==> src/rtl/oran_tod_pkg.sv <==
// Shared ToD definitions: word layout, nanosecond limit and lock FSM states.
package oran_tod_pkg;

  localparam int unsigned TOD_W      = 96;
  localparam int unsigned SEC_LSB    = 48;
  localparam int unsigned SEC_W      = 48;
  localparam int unsigned NS_LSB     = 16;
  localparam int unsigned NS_W       = 32;
  localparam int unsigned FRAC_LSB   = 0;
  localparam int unsigned FRAC_W     = 16;

  localparam logic [NS_W-1:0] NS_PER_SEC = 32'd1_000_000_000;

  // ToD word as carried on the bus
  typedef struct packed {
    logic [SEC_W-1:0]  sec;
    logic [NS_W-1:0]   ns;
    logic [FRAC_W-1:0] frac;
  } tod_word_t;

  typedef enum logic [1:0] {
    UNLOCKED = 2'd0,
    ACQUIRE  = 2'd1,
    LOCKED   = 2'd2
  } tod_state_e;

endpackage

==> src/rtl/oran_tod_pps_mon.sv <==
// ToD stream monitor: checks ns range and seconds continuity, tracks lock,
// and emits a 1PPS pulse on each seconds rollover while locked.
// Optional macro ORAN_TOD_PPS_ERR_CNT_EN enables the saturating error counter;
// without it err_count is tied to zero.
module oran_tod_pps_mon
  import oran_tod_pkg::*;
#(
  parameter int unsigned PPS_WIDTH     = 100,
  parameter int unsigned LOCK_SAMPLES  = 8,
  parameter int unsigned VALID_TIMEOUT = 64
) (
  input  logic        clk_tod_clk,
  input  logic        rst_tod_n_reset_n,
  input  logic [95:0] tod_in_data,
  input  logic        tod_in_valid,
  output logic        pps_out,
  output logic [47:0] seconds_out,
  output logic        locked,
  output logic        err_ns_range,
  output logic        err_monotonic,
  output logic [15:0] err_count
);

  localparam int unsigned CNT_W = 8;
  localparam int unsigned TO_W  = 16;
  localparam int unsigned PW_W  = 16;

  tod_word_t             in_tod_c;
  logic                  unused_frac_c;

  logic                  s1_valid;
  logic [SEC_W-1:0]      s1_sec;
  logic [NS_W-1:0]       s1_ns;

  logic [TO_W-1:0]       to_cnt;
  logic                  timeout_c;

  tod_state_e            state;
  tod_state_e            state_next;
  logic [CNT_W-1:0]      good_cnt;
  logic [CNT_W-1:0]      good_cnt_next;
  logic [CNT_W:0]        cnt_inc_c;

  logic                  ns_bad_c;
  logic                  sec_same_c;
  logic                  sec_next_c;
  logic                  mono_bad_c;
  logic                  good_c;
  logic                  start_pps_c;

  logic [PW_W-1:0]       pps_rem;

  assign in_tod_c      = tod_in_data;
  assign unused_frac_c = ^in_tod_c.frac;

  // Stage 1: capture qualified samples
  always_ff @(posedge clk_tod_clk or negedge rst_tod_n_reset_n) begin
    if (!rst_tod_n_reset_n) begin
      s1_valid <= 1'b0;
      s1_sec   <= '0;
      s1_ns    <= '0;
    end else begin
      s1_valid <= tod_in_valid;
      if (tod_in_valid) begin
        s1_sec <= in_tod_c.sec;
        s1_ns  <= in_tod_c.ns;
      end
    end
  end

  // Count consecutive cycles without a valid sample, saturating at the limit
  always_ff @(posedge clk_tod_clk or negedge rst_tod_n_reset_n) begin
    if (!rst_tod_n_reset_n) begin
      to_cnt <= '0;
    end else if (tod_in_valid) begin
      to_cnt <= '0;
    end else if (to_cnt != TO_W'(VALID_TIMEOUT)) begin
      to_cnt <= to_cnt + TO_W'(1);
    end
  end

  // Fires once, in the cycle the idle count reaches the limit
  assign timeout_c = !tod_in_valid && (to_cnt == TO_W'(VALID_TIMEOUT - 1));

  // Stage 2 checks against the last accepted seconds value
  assign ns_bad_c    = s1_valid && (s1_ns >= NS_PER_SEC);
  assign sec_same_c  = (s1_sec == seconds_out);
  assign sec_next_c  = (s1_sec == SEC_W'(seconds_out + SEC_W'(1)));
  assign mono_bad_c  = s1_valid && (state != UNLOCKED) && !(sec_same_c || sec_next_c);
  assign good_c      = s1_valid && !ns_bad_c && !mono_bad_c;
  assign start_pps_c = good_c && (state == LOCKED) && sec_next_c;
  assign cnt_inc_c   = (CNT_W+1)'(good_cnt) + (CNT_W+1)'(1);

  // Lock FSM: state register
  always_ff @(posedge clk_tod_clk or negedge rst_tod_n_reset_n) begin
    if (!rst_tod_n_reset_n) begin
      state    <= UNLOCKED;
      good_cnt <= '0;
    end else begin
      state    <= state_next;
      good_cnt <= good_cnt_next;
    end
  end

  // Lock FSM: next state and good-sample counter
  always_comb begin
    state_next    = state;
    good_cnt_next = good_cnt;
    case (state)
      UNLOCKED: begin
        if (good_c) begin
          good_cnt_next = CNT_W'(1);
          state_next    = (LOCK_SAMPLES <= 1) ? LOCKED : ACQUIRE;
        end
      end
      ACQUIRE: begin
        if (good_c) begin
          good_cnt_next = CNT_W'(cnt_inc_c);
          if (cnt_inc_c >= (CNT_W+1)'(LOCK_SAMPLES)) begin
            state_next = LOCKED;
          end
        end else if (s1_valid) begin
          state_next    = ns_bad_c ? UNLOCKED : ACQUIRE;
          good_cnt_next = ns_bad_c ? CNT_W'(0) : CNT_W'(1);
        end
      end
      LOCKED: begin
        if (s1_valid && !good_c) begin
          state_next    = ns_bad_c ? UNLOCKED : ACQUIRE;
          good_cnt_next = ns_bad_c ? CNT_W'(0) : CNT_W'(1);
        end
      end
      default: begin
        state_next    = UNLOCKED;
        good_cnt_next = '0;
      end
    endcase
    if (timeout_c) begin
      state_next    = UNLOCKED;
      good_cnt_next = '0;
    end
  end

  // Registered status outputs and last accepted seconds
  always_ff @(posedge clk_tod_clk or negedge rst_tod_n_reset_n) begin
    if (!rst_tod_n_reset_n) begin
      locked        <= 1'b0;
      err_ns_range  <= 1'b0;
      err_monotonic <= 1'b0;
      seconds_out   <= '0;
    end else begin
      locked        <= (state_next == LOCKED);
      err_ns_range  <= ns_bad_c;
      err_monotonic <= mono_bad_c;
      if (s1_valid && !ns_bad_c) begin
        seconds_out <= s1_sec;
      end
    end
  end

  // PPS pulse generator; a new rollover reloads the width (extends the pulse)
  always_ff @(posedge clk_tod_clk or negedge rst_tod_n_reset_n) begin
    if (!rst_tod_n_reset_n) begin
      pps_out <= 1'b0;
      pps_rem <= '0;
    end else if (start_pps_c) begin
      pps_out <= 1'b1;
      pps_rem <= PW_W'(PPS_WIDTH);
    end else if (pps_out) begin
      if (pps_rem <= PW_W'(1)) begin
        pps_out <= 1'b0;
        pps_rem <= '0;
      end else begin
        pps_rem <= pps_rem - PW_W'(1);
      end
    end
  end

`ifdef ORAN_TOD_PPS_ERR_CNT_EN
  logic [16:0] err_sum_c;

  assign err_sum_c = 17'(err_count) + 17'(ns_bad_c) + 17'(mono_bad_c);

  // Saturating error counter, both flags in one cycle count as two
  always_ff @(posedge clk_tod_clk or negedge rst_tod_n_reset_n) begin
    if (!rst_tod_n_reset_n) begin
      err_count <= '0;
    end else begin
      err_count <= err_sum_c[16] ? 16'hFFFF : err_sum_c[15:0];
    end
  end
`else
  assign err_count = 16'd0;
`endif

endmodule
==> config.mk <==
export PLATFORM = sky130hd
export DESIGN_NAME = oran_tod_pps_mon
export DESIGN_NICKNAME = d
export VERILOG_FILES = /design/src/rtl/oran_tod_pkg.sv /design/src/rtl/oran_tod_pps_mon.sv
export SDC_FILE = /design/constraint.sdc
export NUM_CORES = 1
export LEC_CHECK = 0
export BUFFER_PORTS_ARGS = -buffer_cell sky130_fd_sc_hd__buf_2
export CORE_MARGIN = 1.5
export CORE_UTILIZATION = 45
export DETAILED_ROUTE_END_ITERATION = 12
export GPL_TIMING_DRIVEN = 1
export PLACE_DENSITY = 0.74
export SLEW_MARGIN = 20
export SYNTH_ARGS = -nofsm -noshare
export SYNTH_HDL_FRONTEND = slang
export SYNTH_SLANG_ARGS = --single-unit
==> constraint.sdc <==
create_clock -name clk_tod_clk -period 4.7 [get_ports clk_tod_clk]
set_clock_uncertainty 0.15 [all_clocks]
set_input_delay 0.235 -clock clk_tod_clk [delete_from_list [all_inputs] [get_ports clk_tod_clk]]
set_output_delay 0.235 -clock clk_tod_clk [all_outputs]
set_load 0.01 [all_outputs]
# Word level (Yosys, flattened, before mapping)
# Index checks and enable logic that the tools add are counted.
dict set report word_totals {
  mem_count 0
  regBits 175
  mem_bits_rw 0
  out_inout_bits 68
  rom_bits 0
  in_bits 99
  latchBits 0
  wordCells 72
}
dict set report classes {
  eq_ne 10
  n_mul 0
  div_mod_pow 0
  reduce_logical 20
  n_shift 0
  n_mux 23
  magnitude_cmp 3
  n_bitwise 0
  addsub 4
}
# operator count
set ops {}
lappend ops {{$eq 48x48->1} 2}
lappend ops {{$mux 16} 5}
lappend ops {{$add 48x1->48 const B} 1}
lappend ops {{$mux 8} 5}
lappend ops {{$ge 32x30->1 const B} 1}
lappend ops {{$pmux 8 s3} 1}
lappend ops {{$add 16x1->16 const B} 1}
lappend ops {{$eq 16x6->1 const B} 1}
lappend ops {{$le 16x1->1 const B} 1}
lappend ops {{$ne 16x7->1 const B} 1}
lappend ops {{$sub 16x1->16 const B} 1}
lappend ops {{$mux 2} 6}
lappend ops {{$add 8x1->9 const B} 1}
lappend ops {{$ge 9x4->1 const B} 1}
lappend ops {{$logic_and 1x1->1} 9}
lappend ops {{$pmux 2 s3} 1}
lappend ops {{$reduce_bool 2->1} 3}
lappend ops {{$logic_not 1->1} 5}
lappend ops {{$mux 1} 5}
lappend ops {{$eq 2x2->1 const B} 2}
lappend ops {{$ne 4x4->1 const B} 1}
lappend ops {{$ne 3x2->1 const B} 1}
lappend ops {{$ne 3x3->1 const B} 1}
lappend ops {{$reduce_and 3->1} 1}
lappend ops {{other kinds (3)} 3}

# Logic depth before layout (Yosys ltp)
# Gate-level depths: netlist of run 1.
dict set report depth {
  word_depth 13
  depth_mapped 12
  mapped_depth_nobuf 10
}

# Worst setup path before layout of run 1
# No wires, ideal clock.
dict set report synth_path {
  kind {reg-to-reg}
  start {reg seconds_out[2]}
  end {reg good_cnt[0]}
  setup_slack_ns 1.045
  stages_incl_launch_ff 12
  n_path_buf 2
  period_less_slack_ns 3.655
  arrival_ns 3.384
  t_required_ns 4.429
  setup_ns 0.121
  path_cell_list {dfrtp_1 buf_2 nand3_2 or4_1 buf_2 nor3_1 mux2_2 or4_4 nor4_4 nand3_2 or4_1 a22o_1}
}
dict set report synth_between {
  elab_chain_len 11
  word_cells_on_any_way 17
  classes_between {add/sub (1); eq/ne (5); mux (3); reduce/logical (8)}
}
# element line
set synth_rtl {}
lappend synth_rtl {{start: declaration} oran_tod_pps_mon.sv:17} ;# output logic [47:0] seconds_out,
lappend synth_rtl {{start signal: assignment} oran_tod_pps_mon.sv:156} ;# seconds_out <= s1_sec;
lappend synth_rtl {{$add 48x1->48} oran_tod_pps_mon.sv:88} ;# assign sec_next_c = (s1_sec == SEC_W'(seconds_out + SEC_W'(1)));
lappend synth_rtl {{$eq 48x48->1} oran_tod_pps_mon.sv:88}
lappend synth_rtl {{$logic_or 1x1->1 *} oran_tod_pps_mon.sv:89} ;# assign mono_bad_c = s1_valid && (state != UNLOCKED) && !(sec_same_c || sec_next_c);
lappend synth_rtl {{$logic_not 1->1 *} oran_tod_pps_mon.sv:89}
lappend synth_rtl {{$logic_and 1x1->1 *} oran_tod_pps_mon.sv:89}
lappend synth_rtl {{$logic_not 1->1 *} oran_tod_pps_mon.sv:90} ;# assign good_c = s1_valid && !ns_bad_c && !mono_bad_c;
lappend synth_rtl {{$logic_and 1x1->1 *} oran_tod_pps_mon.sv:90}
lappend synth_rtl {{$logic_not 1->1} oran_tod_pps_mon.sv:128} ;# if (s1_valid && !good_c) begin
lappend synth_rtl {{$logic_and 1x1->1} oran_tod_pps_mon.sv:128}
lappend synth_rtl {{$ne 3x2->1 (no line)} n/a}
lappend synth_rtl {{$reduce_and 3->1 (no line)} n/a}
lappend synth_rtl {{end signal: assignment} oran_tod_pps_mon.sv:101} ;# good_cnt <= good_cnt_next;
lappend synth_rtl {{end: declaration} oran_tod_pps_mon.sv:40} ;# logic [CNT_W-1:0] good_cnt;
# Every way passes the cells marked *; elsewhere a longest branch is shown, timed or not.
# A chain may end at the register's enable or synchronous reset.

# Worst setup path after layout of run 1
dict set report layout_path {
  start {reg seconds_out[2]}
  end {reg good_cnt[7]}
}
# Same word-level chain as after synthesis.

==> results of run 1 <==
[power groups by stage]
stage | clock network, mW | logic (mW) | registers, mW
2_1_floorplan | 0 | 0.851 | 1.95
3_3_place_gp | 0 | 1.27 | 1.98
3_5_place_dp | 0 | 1.29 | 2.00
4_1_cts | 1.38 | 1.34 | 1.97
5_1_grt | 1.44 | 1.45 | 2.03
6_report | 1.35 | 1.36 | 1.98
[kinds of logic (layout without fill, tap and decap cells)]
kind of cell             count (synthesis)  in the layout  share of synthesized area (%)
AND/OR/NAND/NOR                        306            306                           18.1
flip-flops                             166            166                           45.5
multiplexers                           124            124                           15.2
AO/OA/AOI/OAI                          114            114                           8.76
XOR/XNOR                                82             82                           7.86
buffers and inverters                   69            255                           3.64
adder cells (fa/ha/maj)                  7              7                          0.958
other                                    1             16                         0.0410
[worst paths after layout]
path | from | endpoint | slack [ns] | depth (start not counted)
worst max-delay path | seconds_out[2] | good_cnt[7] | 0.60 | 9
worst min-delay path | tod_in_valid | s1_sec[1] | 0.13 | 2
worst max register to register | seconds_out[2] | good_cnt[7] | 0.60 | 9
worst min register to register | pps_rem[5] | pps_rem[5] | 0.35 | 2
max in group asynchronous | rst_tod_n_reset_n | to_cnt[11] | 3.22 | 3
min in group asynchronous | rst_tod_n_reset_n | seconds_out[3] | 0.21 | 2
[metal layers]
metal	part of all wire [%]	up-vias	wire [µm]
met3	6.4	52	1490
li1	-	3503	-
met4	2.8	0	647
met1	43	3621	10000
met5	0	-	0
met2	48	277	11200
[what timing repair did]
item                                   in CTS  in global routing
gates resized for setup                     0                  0
endpoints found under the hold margin     139                  0
hold buffers                               72                  0
[state kept, by name, indices dropped and copies added (netlist names), 2 cells and up]
name         cells
s1_ns           23
s1_sec          48
seconds_out     48
pps_rem         16
to_cnt          16
state            2
good_cnt         8
[critical path, stage by stage, from the launching register on]
cell	delay, ns
dfrtp_1	0.53
nand3_2	0.18
or4_1	0.76
nor3_1	0.32
mux2_2	0.36
or4_4	0.52
nor4_4	0.24
a31oi_2	0.34
a2111oi_0	0.49
a21o_1	0.13
[metrics by stage]
stage	hold WS [ns]	utilization, %	instances	power (mW)
after global placement	0.138	50.6	1231	3.26
after detailed placement	0.137	50.6	1231	3.28
after CTS	0.119	57.1	1335	4.70
after floorplan	-0.211	-	884	2.80
final	0.133	57.1	1335	4.69
after global routing	0.121	57.1	1335	4.92
[Yosys cell counts, drive strengths merged (22+ instances only)]
cell and count:
nand2 44, dfrtp 166, clkbuf 23, xor2 23, buf 28, mux2 118, nand3 36, nor2 69
nor3 29, nand4 25, o21ai 22, xnor2 59
[cell type report]
type / count / area share [%]
clock buffer: 20 / 3.97
clock inverter: 12 / 1.04
inverter: 18 / 0.600
multi-input combinational: 649 / 41.9
sequential: 166 / 36.9
tap: 265 / 2.94
timing repair buffer: 205 / 12.7
==> out/metrics.csv, run 1 <==
stage;metric;value;unit
power;pwr-share-comb;28.9;%
worst_setup_path;endpoint_kind;flop;
cts;cts.htree.levels;4;
finish;seq_area;0.00415;mm²
placement;pre_cts_ws;0.527;ns
floorplan;die_w;145;µm
floorplan;coreArea;0.0197;mm²
grt;use_met1;28.9;%
timing;setup_slack;0.605;ns
finish;nNetsFinal;1163;
finish;area_delta_synth_final;23.2;%
detailed_routing;antenna_violating_nets_post_route;0;
grt;gr-usage-met2;36.8;%
grt;met3_usage;5.96;%
timing;rsz0062_at_grt;no;
floorplan;die_height;145;µm
timing;finalHoldViolCount;0;
logic_synthesis;ys.flop_type;dfrtp_1;
logic_synthesis;ys_seq_area_share;45.5;%
logic_synthesis;async_reset_ff_share;100;%
grt;grt_pass1_vias;7360;
logic_synthesis;syn_inst;869;
finish;design_area;0.0113;mm²
power;irDropWorstVdd;323;µV
power;clkPwrFrac;28.9;%
logic_synthesis;synth.largest_area_cell;dfrtp_1;
timing;fmax;244;MHz
logic_synthesis;synth-edff-count;0;
timing;worst_pin_slew;0.960;ns
logic_synthesis;avgSynthCellArea;10.5;µm²
detailed_routing;via_per_inst;5.58;
power;p_int;3.02;mW
cts;cts_setup_buffers;0;
placement;dp_hpwl;15900;µm
grt;grt_max_degree;99;
grt;antenna_found_initial;0;
timing;finalCriticalPeriod;4.10;ns
cts;clkSinkCount;166;
detailed_routing;wl_per_cell;17.5;µm
cts;numCtsBuffers;17;
cts;clk_pin_slew;0.06;ns
detailed_routing;num_vias;7453;
finish;most-common-layout-cells;dfrtp_1, buf_2, mux2_2, dlygate4sd3_1, nor2_1;
timing;setup_violations;0;
placement;place_congestion;0.965;
grt;grt_pass1_wl;38200;µm
cts;cts_tree;done;
cts;cts_buffer_depth;2;
cts;cts_root_buf;clkbuf_16;
detailed_routing;drc;0;
logic_synthesis;netlist.area_leader.share;45.5;%
floorplan;start_util;46.3;%
finish;final_common_cell;dfrtp_1;
finish;fill_cells;1673;
hold_path;holdCritPathClass;primary input to flop;
timing;relSlewSlack;36.0;%
logic_synthesis;synth_area;0.00914;mm²
timing;finalMaxSlewViolations;0;
power;seqPwrFrac;42.2;%
worst_setup_path;critPathKind;flop to flop;
floorplan;io_pins;167;
timing;fin_tns_setup;0;ns
timing;post-route-period-util;87.1;%
power;p_switching;1.67;mW
detailed_routing;first_iter_violations;503;
power;p_per_area;416;mW/mm²
cts;clock_latency;0.44;ns
logic_synthesis;netlist_top_cells_area;dfrtp_1, mux2_2, xnor2_1, nor2_1, xor2_1;
logic_synthesis;ys_warn_count;0;
job;drv_cap;0;
power;swShare;35.6;%
grt;grt_use_total;22.5;%
worst_setup_path;crit_required;4.92;ns
worst_setup_path;arrival;4.32;ns
detailed_routing;drt_wl_total;23400;µm
detailed_routing;dr.pass1.iters;5;
finish;drive_gt1_share;28.1;%
placement;dpl-instance-area;0.00997;mm²
floorplan;rows;51;
worst_setup_path;start_kind;flop;
grt;top_usage_layer;met2;
finish;multiInputGateArea;0.00472;mm²
logic_synthesis;synth-seq-cells;166;
run_status;status;finished clean;
finish;insertedDiodeCount;0;
placement;numPortBuffers;125;
floorplan;dieArea;0.0212;mm²
power;leakage;4.80;nW
logic_synthesis;ys_types;69;
worst_setup_path;critPathMaxFanout;12;
grt;grt-ovfl-total;0;
No activity file was read; power rests on OpenSTA's default activity.
==> run 2, diff against run 1 <==
--- a/config.mk
+++ b/config.mk
@@ -5,12 +5,13 @@
 export SDC_FILE = /design/constraint.sdc
 export NUM_CORES = 1
 export LEC_CHECK = 0
+export ABC_AREA = 1
 export BUFFER_PORTS_ARGS = -buffer_cell sky130_fd_sc_hd__buf_2
 export CORE_MARGIN = 1.5
 export CORE_UTILIZATION = 45
 export DETAILED_ROUTE_END_ITERATION = 12
 export GPL_TIMING_DRIVEN = 1
-export PLACE_DENSITY = 0.74
+export PLACE_DENSITY = 0.73
 export SLEW_MARGIN = 20
 export SYNTH_ARGS = -nofsm -noshare
 export SYNTH_HDL_FRONTEND = slang
==> out/metrics.csv, run 2 <==
stage;metric;value;unit
worst_setup_path;worst_path_most_repeated_cell;nand2_1;
worst_setup_path;r2r_end;good_cnt[7];
finish;nNetsFinal;1678;
timing;worst_pin_slew;0.991;ns
detailed_routing;drt_wl_total;29500;µm
logic_synthesis;synth_area;0.0101;mm²
floorplan;io_pins;167;
timing;fmax;309;MHz
cts;cts_root_buf;clkbuf_16;
worst_setup_path;critical_path.top_delay_family;simple AND/OR/NAND/NOR gates;
detailed_routing;antenna_violating_nets_post_route;0;
power;irDropWorstVdd;221;µV
grt;grt_max_degree;100;
detailed_routing;first_iter_violations;616;
timing;rsz0062_at_grt;no;
worst_setup_path;critPathMaxFanout;9;
placement;place_congestion;0.993;
logic_synthesis;ys_seq_area_share;41.1;%
logic_synthesis;synth-seq-cells;166;
timing;finalMaxSlewViolations;0;
grt;antenna_found_initial;0;
floorplan;die_height;153;µm
detailed_routing;wl_per_cell;15.8;µm
hold_path;holdCritPathClass;primary input to asynchronous set/reset pin;
worst_setup_path;crit_required;4.86;ns
floorplan;coreArea;0.0219;mm²
worst_setup_path;cpPeakStageDelay;0.48;ns
cts;numCtsBuffers;17;
logic_synthesis;netlist.area_leader.share;41.1;%
finish;reg_top3;s1_sec x48, seconds_out x48, s1_ns x23;
finish;insertedDiodeCount;0;
worst_setup_path;worstRegToRegCells;18;
floorplan;rows;54;
worst_setup_path;start_kind;flop;
cts;cts.htree.levels;4;
floorplan;dieArea;0.0234;mm²
finish;area_delta_synth_final;21.4;%
detailed_routing;via_per_inst;5.15;
cts;cts_tree;done;
finish;final_common_cell;nand2_1;
worst_setup_path;rr_startpoint;seconds_out[0];
logic_synthesis;ys_types;46;
timing;finalCriticalPeriod;3.24;ns
detailed_routing;routed.top_layer;met4;
placement;numPortBuffers;125;
job;drv_cap;0;
timing;fin_tns_setup;0;ns
logic_synthesis;synth_commonest_cells;nand2_1, dfrtp_1, nor2_1;
cts;cts_buffer_depth;2;
detailed_routing;dr.pass1.iters;5;
cts;clk_pin_slew;0.07;ns
timing;relSlewSlack;33.9;%
logic_synthesis;avgSynthCellArea;7.32;µm²
worst_setup_path;endpoint_kind;flop;
detailed_routing;num_vias;9610;
timing;setup_slack;1.46;ns
detailed_routing;routed-wl-met2;14100;µm
logic_synthesis;syn_inst;1381;
logic_synthesis;yosys.cell_count.top_type;nand2_1;
cts;clock_latency;0.43;ns
grt;grt_pass1_vias;9321;
grt;grt_use_total;25.6;%
logic_synthesis;netlist_top_cells_area;dfrtp_1, nand2_1, nor2_1, inv_1, xor2_1;
logic_synthesis;async_reset_ff_share;100;%
power;leakage;6.25;nW
power;p_per_area;369;mW/mm²
logic_synthesis;synth.largest_area_cell;dfrtp_1;
grt;grt_pass1_wl;47900;µm
floorplan;start_util;46.1;%
placement;dp_hpwl;21100;µm
worst_setup_path;cpMaxStageDelayCell;dfrtp_1;
cts;clkSinkCount;166;
grt;grt-ovfl-total;0;
worst_setup_path;critPathKind;flop to flop;
worst_setup_path;startpoint;seconds_out[0];
worst_setup_path;r2r_slack;1.46;ns
finish;drive_gt1_share;14.7;%
floorplan;die_w;153;µm
detailed_routing;wl_met1;13000;µm
worst_setup_path;worst-path-buf-inv;1;
run_status;status;finished clean;
logic_synthesis;ys.flop_type;dfrtp_1;
timing;post-route-period-util;68.8;%
logic_synthesis;synth-edff-count;0;
finish;most-common-layout-cells;nand2_1, dfrtp_1, nor2_1, inv_1, buf_2;
detailed_routing;drc;0;
cts;post_cts_resized;0;
detailed_routing;wl_met3;1510;µm
placement;pre_cts_ws;1.52;ns
timing;setup_violations;0;
timing;finalHoldViolCount;0;
logic_synthesis;ys_warn_count;0;
worst_setup_path;arrival;3.39;ns
worst_setup_path;crit_chain;ha_1 -> inv_1 -> nor2_4 -> nand2_2 -> nor2_4 -> nand2_2 -> nand2_1 -> nand2_1 -> nor2_1 -> nand2_1 -> nor2_1 -> nand3_2 -> o21ai_4 -> nand2_4 -> nand2_2 -> nand2_4 -> nand3_1 -> nand2_1;
run 2: cell count changes after synthesis, moves of 16 or more:
cell,delta
xor2_1,+29
nand2_1,+418
inv_1,+128
nor2_1,+81
nand4_1,+20
o21ai_0,+38
mux2_2,-83
nand3_1,+52
xnor2_1,-51
nand2b_1,-16
run 2: how the worst max path moves through the flow:
stage	cells after the start	end
floorplan	18	good_cnt[0]
global placement	18	good_cnt[0]
detailed placement	18	good_cnt[0]
CTS	18	good_cnt[7]
global route	18	good_cnt[7]
finish	18	good_cnt[7]
run 2: power by group:
group	total [mW]	switching [mW]	internal [mW]	leakage, nW
combinational	1.28	0.800	0.484	3.88
sequential	1.84	0.233	1.61	2.10
clock	1.40	0.611	0.790	0.267
run 2: cell families (layout without fill, tap and decap cells):
kind of cell | after synthesis | after routing | share of synthesized area (%)
simple gates | 817 | 817 | 35.2
buf+inv | 194 | 383 | 7.90
flops | 166 | 166 | 41.1
compound gates | 101 | 101 | 5.81
xor+xnor | 60 | 60 | 5.20
mux | 35 | 35 | 3.90
fa+ha+maj | 7 | 7 | 0.867
other cells | 1 | 16 | 0.0371
run 2: layout make-up:
cell class              instances  area (µm²)
fillers                      2119        9630
multi-input cells            1036        5210
flip-flops and latches        166        4150
repair buffers                202        1410
inverters                     149         559
clock buffers                  19         433
well taps                     280         350
clock inverters                13         146
run 2: what timing repair did:
action	in CTS	in global routing
hold buffers	72	0
setup buffers	0	0
hold endpoints to repair	140	0
run 2: routing by layer:
metal / track usage [%] / vias to the layer above
met5: 0 / -
met1: 33.5 / 4514
met3: 4.88 / 58
met2: 42.4 / 272
met4: 9.16 / 0
li1: - / 4766
run 2: per-stage QoR:
| step | utilization [%] | hold slack, ns | power (mW) | instances | instance area (µm²) |
|---|---|---|---|---|---|
| 2_1_floorplan | - | -0.211 | 2.62 | 1396 | 10200 |
| 3_3_place_gp | 50.1 | 0.121 | 3.06 | 1761 | 11000 |
| 3_5_place_dp | 50.1 | 0.127 | 3.08 | 1761 | 11000 |
| 4_1_cts | 56.0 | 0.237 | 4.54 | 1865 | 12300 |
| 5_1_grt | 56.0 | 0.262 | 4.79 | 1865 | 12300 |
| 6_report | 56.0 | 0.198 | 4.52 | 1865 | 12300 |
run 2: worst reg2reg max path: stages, from the launching register on:
cell and delay, ns:
dfrtp_1 0.48, ha_1 0.24, inv_1 0.09, nor2_4 0.22, nand2_2 0.13, nor2_4 0.29
nand2_2 0.12, nand2_1 0.13, nand2_1 0.06, nor2_1 0.09, nand2_1 0.06, nor2_1 0.16
nand3_2 0.18, o21ai_4 0.29, nand2_4 0.10, nand2_2 0.09, nand2_4 0.09, nand3_1 0.08
nand2_1 0.07
